--- config.mk ---
export PLATFORM = sky130hd
export DESIGN_NAME = key_sweep_ctrl_flat
export DESIGN_NICKNAME = d
export VERILOG_FILES = /design/src/rtl/key_sweep_if.sv /design/src/rtl/key_sweep_ctrl.sv /design/src/flat_wrapper.sv
export SDC_FILE = /design/constraint.sdc
export NUM_CORES = 1
export LEC_CHECK = 0
export CORE_MARGIN = 5
export CORE_UTILIZATION = 47
export CTS_BUF_LIST = sky130_fd_sc_hd__clkbuf_2
export DETAILED_ROUTE_END_ITERATION = 8
export GPL_TIMING_DRIVEN = 0
export PLACE_DENSITY = 0.86
export SYNTH_ARGS = -nofsm -noshare
export SYNTH_HDL_FRONTEND = slang
export SYNTH_SLANG_ARGS = --single-unit
--- constraint.sdc ---
create_clock -name clk -period 5.55 [get_ports clk]
set_clock_uncertainty 0.1 [all_clocks]
set_input_delay 1.665 -clock clk [delete_from_list [all_inputs] [get_ports clk]]
set_output_delay 1.665 -clock clk [all_outputs]
set_load 0.01 [all_outputs]
--- src/rtl/key_sweep_if.sv ---
// key_sweep_if -- pattern-offer channel into key_sweep_ctrl.
//
// Handshake: a pattern transfers on a rising clk edge where pat_valid and
// pat_ready are both high. pat_in/exp_in are only meaningful while pat_valid
// is high. The master may hold pat_valid high indefinitely. The slave raises
// pat_ready only while it is able to take a new pattern. Nothing transfers
// when pat_ready is low, whatever the master drives.
//
// Signals:
//   pat_valid  master->slave  a pattern and its oracle response are offered
//   pat_ready  slave->master  the slave accepts a pattern this cycle
//   pat_in     master->slave  input pattern (PI_W)
//   exp_in     master->slave  oracle (unlocked) response to pat_in (PO_W)
interface key_sweep_if #(
  parameter int PI_W = 36,
  parameter int PO_W = 7
);
  logic            pat_valid;
  logic            pat_ready;
  logic [PI_W-1:0] pat_in;
  logic [PO_W-1:0] exp_in;

  modport master (
    output pat_valid,
    output pat_in,
    output exp_in,
    input  pat_ready
  );

  modport slave (
    input  pat_valid,
    input  pat_in,
    input  exp_in,
    output pat_ready
  );
endinterface

--- src/rtl/key_sweep_ctrl.sv ---
// key_sweep_ctrl -- brute-force key elimination for a logic-locked circuit.
//
// Every accepted (pattern, oracle response) pair is applied to the locked
// circuit once for each still-alive candidate key. A candidate whose response
// differs from the oracle is dropped from the alive mask. Dead candidates are
// skipped in a single cycle, so a sweep costs NCAND + A*(SETTLE+1) cycles.
//
// Ports:
//   clk, rst      clock; synchronous active-high reset
//   i_clear       re-arm: every candidate becomes alive again (aborts a sweep)
//   pat_if        pattern-offer channel (slave side)
//   o_dut_pi      pattern driven to the locked circuit
//   o_dut_key     candidate key driven to the locked circuit
//   i_dut_po      locked circuit response
//   o_mask        alive mask, bit k = candidate k still consistent
//   o_alive_cnt   registered popcount of o_mask
//   o_unique      registered, exactly one candidate alive
//   o_key_found   registered, lowest alive candidate index (0 if none)
//   o_none_left   registered, no candidate alive
//   o_busy        a pattern is being swept
//   o_dbg_state   FSM state (0 IDLE, 1 SCAN, 2 HOLD, 3 CHECK)
module key_sweep_ctrl #(
  parameter int PI_W   = 36,
  parameter int PO_W   = 7,
  parameter int KEY_W  = 4,
  parameter int SETTLE = 2,
  localparam int NCAND = 1 << KEY_W
) (
  input  logic              clk,
  input  logic              rst,
  input  logic              i_clear,
  key_sweep_if.slave        pat_if,
  output logic [PI_W-1:0]   o_dut_pi,
  output logic [KEY_W-1:0]  o_dut_key,
  input  logic [PO_W-1:0]   i_dut_po,
  output logic [NCAND-1:0]  o_mask,
  output logic [KEY_W:0]    o_alive_cnt,
  output logic              o_unique,
  output logic [KEY_W-1:0]  o_key_found,
  output logic              o_none_left,
  output logic              o_busy,
  output logic [1:0]        o_dbg_state
);

  typedef enum logic [1:0] {
    ST_IDLE  = 2'd0,
    ST_SCAN  = 2'd1,
    ST_HOLD  = 2'd2,
    ST_CHECK = 2'd3
  } state_t;

  localparam logic [KEY_W-1:0] LAST_IDX  = '1;
  localparam logic [3:0]       HOLD_LOAD = 4'(SETTLE - 1);
  localparam logic [KEY_W:0]   ALL_CNT   = (KEY_W+1)'(NCAND);

  state_t             r_state,  w_state_nxt;
  logic [KEY_W-1:0]   r_idx,    w_idx_nxt;
  logic [3:0]         r_cnt,    w_cnt_nxt;
  logic [NCAND-1:0]   r_mask,   w_mask_nxt;
  logic [PI_W-1:0]    r_pat;
  logic [PO_W-1:0]    r_exp;
  logic               w_load;

  logic [KEY_W:0]     r_alive;
  logic               r_unique;
  logic [KEY_W-1:0]   r_key_found;
  logic               r_none_left;
  logic [KEY_W:0]     w_pop;
  logic [KEY_W-1:0]   w_low;

  // State register and datapath registers.
  always_ff @(posedge clk) begin
    if (rst) begin
      r_state <= ST_IDLE;
      r_idx   <= '0;
      r_cnt   <= '0;
      r_mask  <= '1;
      r_pat   <= '0;
      r_exp   <= '0;
    end else begin
      r_state <= w_state_nxt;
      r_idx   <= w_idx_nxt;
      r_cnt   <= w_cnt_nxt;
      r_mask  <= w_mask_nxt;
      if (w_load) begin
        r_pat <= pat_if.pat_in;
        r_exp <= pat_if.exp_in;
      end
    end
  end

  // Next-state logic.
  always_comb begin
    w_state_nxt = r_state;
    w_idx_nxt   = r_idx;
    w_cnt_nxt   = r_cnt;
    w_mask_nxt  = r_mask;
    w_load      = 1'b0;

    case (r_state)
      ST_IDLE: begin
        if (pat_if.pat_valid) begin
          w_load      = 1'b1;
          w_idx_nxt   = '0;
          w_state_nxt = ST_SCAN;
        end
      end
      ST_SCAN: begin
        if (r_mask[r_idx]) begin
          w_cnt_nxt   = HOLD_LOAD;
          w_state_nxt = ST_HOLD;
        end else if (r_idx == LAST_IDX) begin
          w_state_nxt = ST_IDLE;
        end else begin
          w_idx_nxt   = r_idx + 1'b1;
        end
      end
      ST_HOLD: begin
        // Counter is loaded with SETTLE-1, so HOLD lasts exactly SETTLE cycles.
        if (r_cnt == 4'd0) begin
          w_state_nxt = ST_CHECK;
        end else begin
          w_cnt_nxt   = r_cnt - 4'd1;
        end
      end
      ST_CHECK: begin
        if (i_dut_po != r_exp) begin
          w_mask_nxt[r_idx] = 1'b0;
        end
        if (r_idx == LAST_IDX) begin
          w_state_nxt = ST_IDLE;
        end else begin
          w_idx_nxt   = r_idx + 1'b1;
          w_state_nxt = ST_SCAN;
        end
      end
      default: begin
        w_state_nxt = ST_IDLE;
      end
    endcase

    // Clear wins over everything except reset: it suppresses acceptance in
    // IDLE and aborts any sweep in flight, including a pending mask update.
    if (i_clear) begin
      w_state_nxt = ST_IDLE;
      w_mask_nxt  = '1;
      w_load      = 1'b0;
      w_idx_nxt   = r_idx;
      w_cnt_nxt   = r_cnt;
    end
  end

  // Popcount and lowest-set-bit of the mask; registered below so the flags
  // trail the mask by one cycle.
  always_comb begin
    w_pop = '0;
    w_low = '0;
    for (int i = 0; i < NCAND; i++) begin
      w_pop = w_pop + {{KEY_W{1'b0}}, r_mask[i]};
    end
    for (int i = NCAND - 1; i >= 0; i--) begin
      if (r_mask[i]) begin
        w_low = KEY_W'(i);
      end
    end
  end

  always_ff @(posedge clk) begin
    if (rst) begin
      r_alive     <= ALL_CNT;
      r_unique    <= 1'b0;
      r_key_found <= '0;
      r_none_left <= 1'b0;
    end else begin
      r_alive     <= w_pop;
      r_unique    <= (w_pop == (KEY_W+1)'(1));
      r_key_found <= w_low;
      r_none_left <= (w_pop == '0);
    end
  end

  assign pat_if.pat_ready = (r_state == ST_IDLE);
  assign o_busy           = (r_state != ST_IDLE);
  assign o_dut_pi         = r_pat;
  assign o_dut_key        = r_idx;
  assign o_mask           = r_mask;
  assign o_alive_cnt      = r_alive;
  assign o_unique         = r_unique;
  assign o_key_found      = r_key_found;
  assign o_none_left      = r_none_left;
  assign o_dbg_state      = r_state;

endmodule

--- src/flat_wrapper.sv ---
// flat-port wrapper written by rule: the top's interface ports become plain ports
module key_sweep_ctrl_flat 
#(
  parameter int PI_W   = 36,
  parameter int PO_W   = 7,
  parameter int KEY_W  = 4,
  parameter int SETTLE = 2,
  localparam int NCAND = 1 << KEY_W
)
  (clk, rst, i_clear, o_dut_pi, o_dut_key, i_dut_po, o_mask, o_alive_cnt, o_unique, o_key_found, o_none_left, o_busy, o_dbg_state, pat_if_pat_valid, pat_if_pat_in, pat_if_exp_in, pat_if_pat_ready);
  key_sweep_if #(.PI_W(PI_W), .PO_W(PO_W)) pat_if_i ();
  input  logic clk;
  input  logic rst;
  input  logic i_clear;
  output logic [PI_W-1:0] o_dut_pi;
  output logic [KEY_W-1:0] o_dut_key;
  input  logic [PO_W-1:0] i_dut_po;
  output logic [NCAND-1:0] o_mask;
  output logic [KEY_W:0] o_alive_cnt;
  output logic o_unique;
  output logic [KEY_W-1:0] o_key_found;
  output logic o_none_left;
  output logic o_busy;
  output logic [1:0] o_dbg_state;
  input wire logic [$bits(pat_if_i.pat_valid)-1:0] pat_if_pat_valid;
  input wire logic [$bits(pat_if_i.pat_in)-1:0] pat_if_pat_in;
  input wire logic [$bits(pat_if_i.exp_in)-1:0] pat_if_exp_in;
  output wire logic [$bits(pat_if_i.pat_ready)-1:0] pat_if_pat_ready;
  assign pat_if_i.pat_valid = pat_if_pat_valid;
  assign pat_if_i.pat_in = pat_if_pat_in;
  assign pat_if_i.exp_in = pat_if_exp_in;
  assign pat_if_pat_ready = pat_if_i.pat_ready;
  key_sweep_ctrl #(.PI_W(PI_W), .PO_W(PO_W), .KEY_W(KEY_W), .SETTLE(SETTLE)) u_core (.clk(clk), .rst(rst), .i_clear(i_clear), .pat_if(pat_if_i), .o_dut_pi(o_dut_pi), .o_dut_key(o_dut_key), .i_dut_po(i_dut_po), .o_mask(o_mask), .o_alive_cnt(o_alive_cnt), .o_unique(o_unique), .o_key_found(o_key_found), .o_none_left(o_none_left), .o_busy(o_busy), .o_dbg_state(o_dbg_state));
endmodule
==> flow_metrics.env <==
export IMPL_core_area_mm2=0.007607
export IMPL_critPathCaptureType="flip-flop"
export IMPL_pwr_share_clk_pct=29.1
export IMPL_dp_slack_ns=1.068
export IMPL_die_area_mm2=0.009506
export IMPL_multi_input_area_mm2=0.001798
export IMPL_yosys_area_top_type="dfxtp_1"
export IMPL_finalSetupTns_ns=0
export IMPL_utilization_pct=66.56
export IMPL_fin_crit_sh_pct=81.56
export IMPL_wl_met2_um=5044
export IMPL_post_cts_buffers=0
export IMPL_stdcell_area_mm2=0.005064
export IMPL_synthDistinctLibCells=43
export IMPL_drt_total_wl_um=9873
export IMPL_start_util_pct=47.30
export IMPL_clock_sinks=80
export IMPL_tightest_slew_ns=0.5660
export IMPL_grt_overflow=0
export IMPL_htreeDepth=3
export IMPL_nFillCells=618
export IMPL_drt_iter0_markers=133
export IMPL_finalHoldViolCount=0
export IMPL_route_detailed_drc=0
export IMPL_p_comb_share_pct=12.8
export IMPL_slowest_stage="fa_1"
export IMPL_dpl_cell_area_mm2=0.004957
export IMPL_switchingPower_mw=0.2683
export IMPL_cts_root_buf="clkbuf_2"
export IMPL_clkTransAtPathRegs_ns=0.22
export IMPL_place_congestion=0.9156
export IMPL_worst_path_buf_inv=3
export IMPL_cts_tree="done"
export IMPL_m1WireLength_um=4002
export IMPL_power_mw=1.033
export IMPL_crit_path_cell_trace="ha_1 -> inv_1 -> fa_1 -> fa_1 -> fa_1 -> fa_1 -> fa_1 -> inv_1 -> fa_1 -> a21o_1 -> a21oi_1 -> inv_1 -> or3_1 -> nor3b_1"
export IMPL_p_per_area_mw_per_mm2=204.0
export IMPL_min_period_ns=4.526
export IMPL_antenna_found_initial=0
export IMPL_ys_seq_area_share_pct=44.51
export IMPL_ys_seq_elements=80
export IMPL_hold_class="flip-flop to flip-flop"
export IMPL_hold_slack_ns=0.3686
export IMPL_crit_fanout=7
export IMPL_worst_endpoint_arrival_ns=4.86
export IMPL_seq_power_share_pct=58.2
export IMPL_clk_latency_ns=0.49
export IMPL_die_w_um=97.50
export IMPL_syn_area_mm2=0.003598
export IMPL_avgRoutedWirePerCell_um=14.76
export IMPL_cts_buffers_inserted=9
export IMPL_synth_top_area_share_pct=44.51
export IMPL_met3_length_um=592
export IMPL_first_pass_iters=4
export IMPL_viasPerCell=5.126
export IMPL_dp_final_hpwl_um=7578
export IMPL_fp_row_count=32
export IMPL_ctsHoldBuffers=0
export IMPL_async_reset_ff_share_pct=0
export IMPL_grt_pass1_vias=3402
export IMPL_synth_common_cells="nand2_1, dfxtp_1, a21oi_1, inv_1, o21ai_0"
export IMPL_critPathLaunchType="flip-flop"
export IMPL_cts_resized=0
export IMPL_via_count=3429
export IMPL_grt_usage_pct=20.72
export IMPL_area_delta_synth_final_pct=40.72
export IMPL_slowest_delay_ns=0.55
export IMPL_ys_flop_type="dfxtp_1"
export IMPL_drive_gt1_share_pct=4.056
export IMPL_max_slew_margin_rel_pct=62.27
export IMPL_max_cap_viol_count=0
export IMPL_grt_setup_unrepaired="no"
export IMPL_fmax_mhz=220.9
export IMPL_finalMaxSlewViolations=0
export IMPL_intPower_mw=0.7647
export IMPL_io_pins=125
export IMPL_synthTopCellsByArea="dfxtp_1, nand2_1, a21oi_1, fa_1, ha_1"
export IMPL_fin_cells=669
export IMPL_critical_path_top_delay_family="adder cells"
export IMPL_yosys_warnings=0
export IMPL_synthCells=429
export IMPL_grt_max_degree=14
export IMPL_syn_avg_cell_area_um2=8.388
export IMPL_seq_area_mm2=0.001602
export IMPL_antenna_cells=0
export IMPL_port_buffers=123
export IMPL_syn_nets=504
export IMPL_antenna_left=0
export IMPL_crit_type="flip-flop to flip-flop"
export IMPL_top_layer="met4"
export IMPL_p_sw_share_pct=25.97
export IMPL_synth_edf_count=0
export IMPL_p_leak_nw=1.899
export IMPL_grt_pass1_wl_um=16150
export IMPL_fin_ws_ns=1.024
export IMPL_synth_most_common_cell="nand2_1"
export IMPL_cp_required_ns=5.89
export IMPL_cp_common_cell="fa_1"
export IMPL_num_nets_final=638
export IMPL_status="finished, final reports clean"
export IMPL_worst_ir_drop_vdd_uv=135.5
export IMPL_dpl_cell_count=654
export IMPL_setup_viol=0
export IMPL_clockBufferDepth=2
export IMPL_fp_dieH_um=97.50
-- cell usage in the layout (no fill, tap or decap), types with 2 or more instances in the layout --
cell type	instances
clkdlybuf4s50_1	123
nand2_1	112
dfxtp_1	80
a21oi_1	53
inv_1	31
o21ai_0	22
clkbuf_1	14
nor2_1	13
ha_1	11
fa_1	10
clkbuf_2	9
nor2b_1	8
nor3_1	8
nand3_1	7
buf_1	5
xnor2_1	5
xor2_1	5
or3_1	4
nor4_1	4
mux4_2	3
mux2i_1	3
a21o_1	3
nand2b_1	3
clkinv_2	3
a31oi_1	2
o31ai_1	2
o211ai_1	2
-- cells by family (layout without fill, tap and decap cells) --
logic type               after synthesis  after routing  synth area share (%)
AO/OA/AOI/OAI                         96             96                 15.72
XOR/XNOR                              10             10                 2.434
buffers and inverters                 51            189                 5.528
flip-flops                            80             80                 44.51
adder cells (fa/ha/maj)               21             21                 9.388
multiplexers                           7              7                 3.025
AND/OR/NAND/NOR                      164            164                 19.40
-- sequential cells by signal (all words and copies together), names as in the netlist, named ones only --
signal	flops
u_core.o_dbg_state	1
u_core.r_cnt	4
u_core.o_unique	1
u_core.o_mask	16
u_core.o_key_found	4
u_core.o_none_left	1
u_core.o_dut_pi	36
u_core.r_exp	7
u_core.o_alive_cnt	5
u_core.o_dut_key	4
-- metal layers --
| layer | vias to the layer above | GRT usage, % |
|---|---|---|
| li1 | 1685 | - |
| met3 | 19 | 3.589 |
| met4 | 0 | 8.413 |
| met5 | - | 0 |
| met1 | 1599 | 25.16 |
| met2 | 126 | 36.16 |
-- worst paths after layout --
kind	from	end	slack, ns	cells after the start
worst max-delay path	u_core.o_mask[1]	u_core.o_none_left	1.02	14
worst min register to register	u_core.o_dut_pi[15]	u_core.o_dut_pi[15]	0.37	2
worst max register to register	u_core.o_mask[1]	u_core.o_none_left	1.02	14
worst min-delay path	u_core.o_dut_pi[15]	u_core.o_dut_pi[15]	0.37	2
-- final cells by class --
cell class | count | area share (%)
Timing Repair Buffer | 123 | 24.31
Multi-Input combinational cell | 298 | 35.51
Sequential cell | 80 | 31.63
Clock buffer | 9 | 0.8895
Tap cell | 102 | 2.520
Clock inverter | 6 | 1.211
Inverter | 31 | 2.298
Buffer | 20 | 1.631
-- power groups by stage --
stage               clock network (mW)  logic, mW  registers [mW]
global route                     0.331      0.143           0.604
floorplan                            0     0.0454           0.618
detailed placement                   0      0.132           0.613
CTS                              0.304      0.132           0.601
global placement                     0      0.129           0.612
finish                           0.300      0.132           0.601
-- worst min-delay path, cell delays in order (launching register included) --
cell     delay, ns
dfxtp_1       0.36
nand2_1       0.05
a21oi_1       0.05
(Power assumes the default switching activity.)
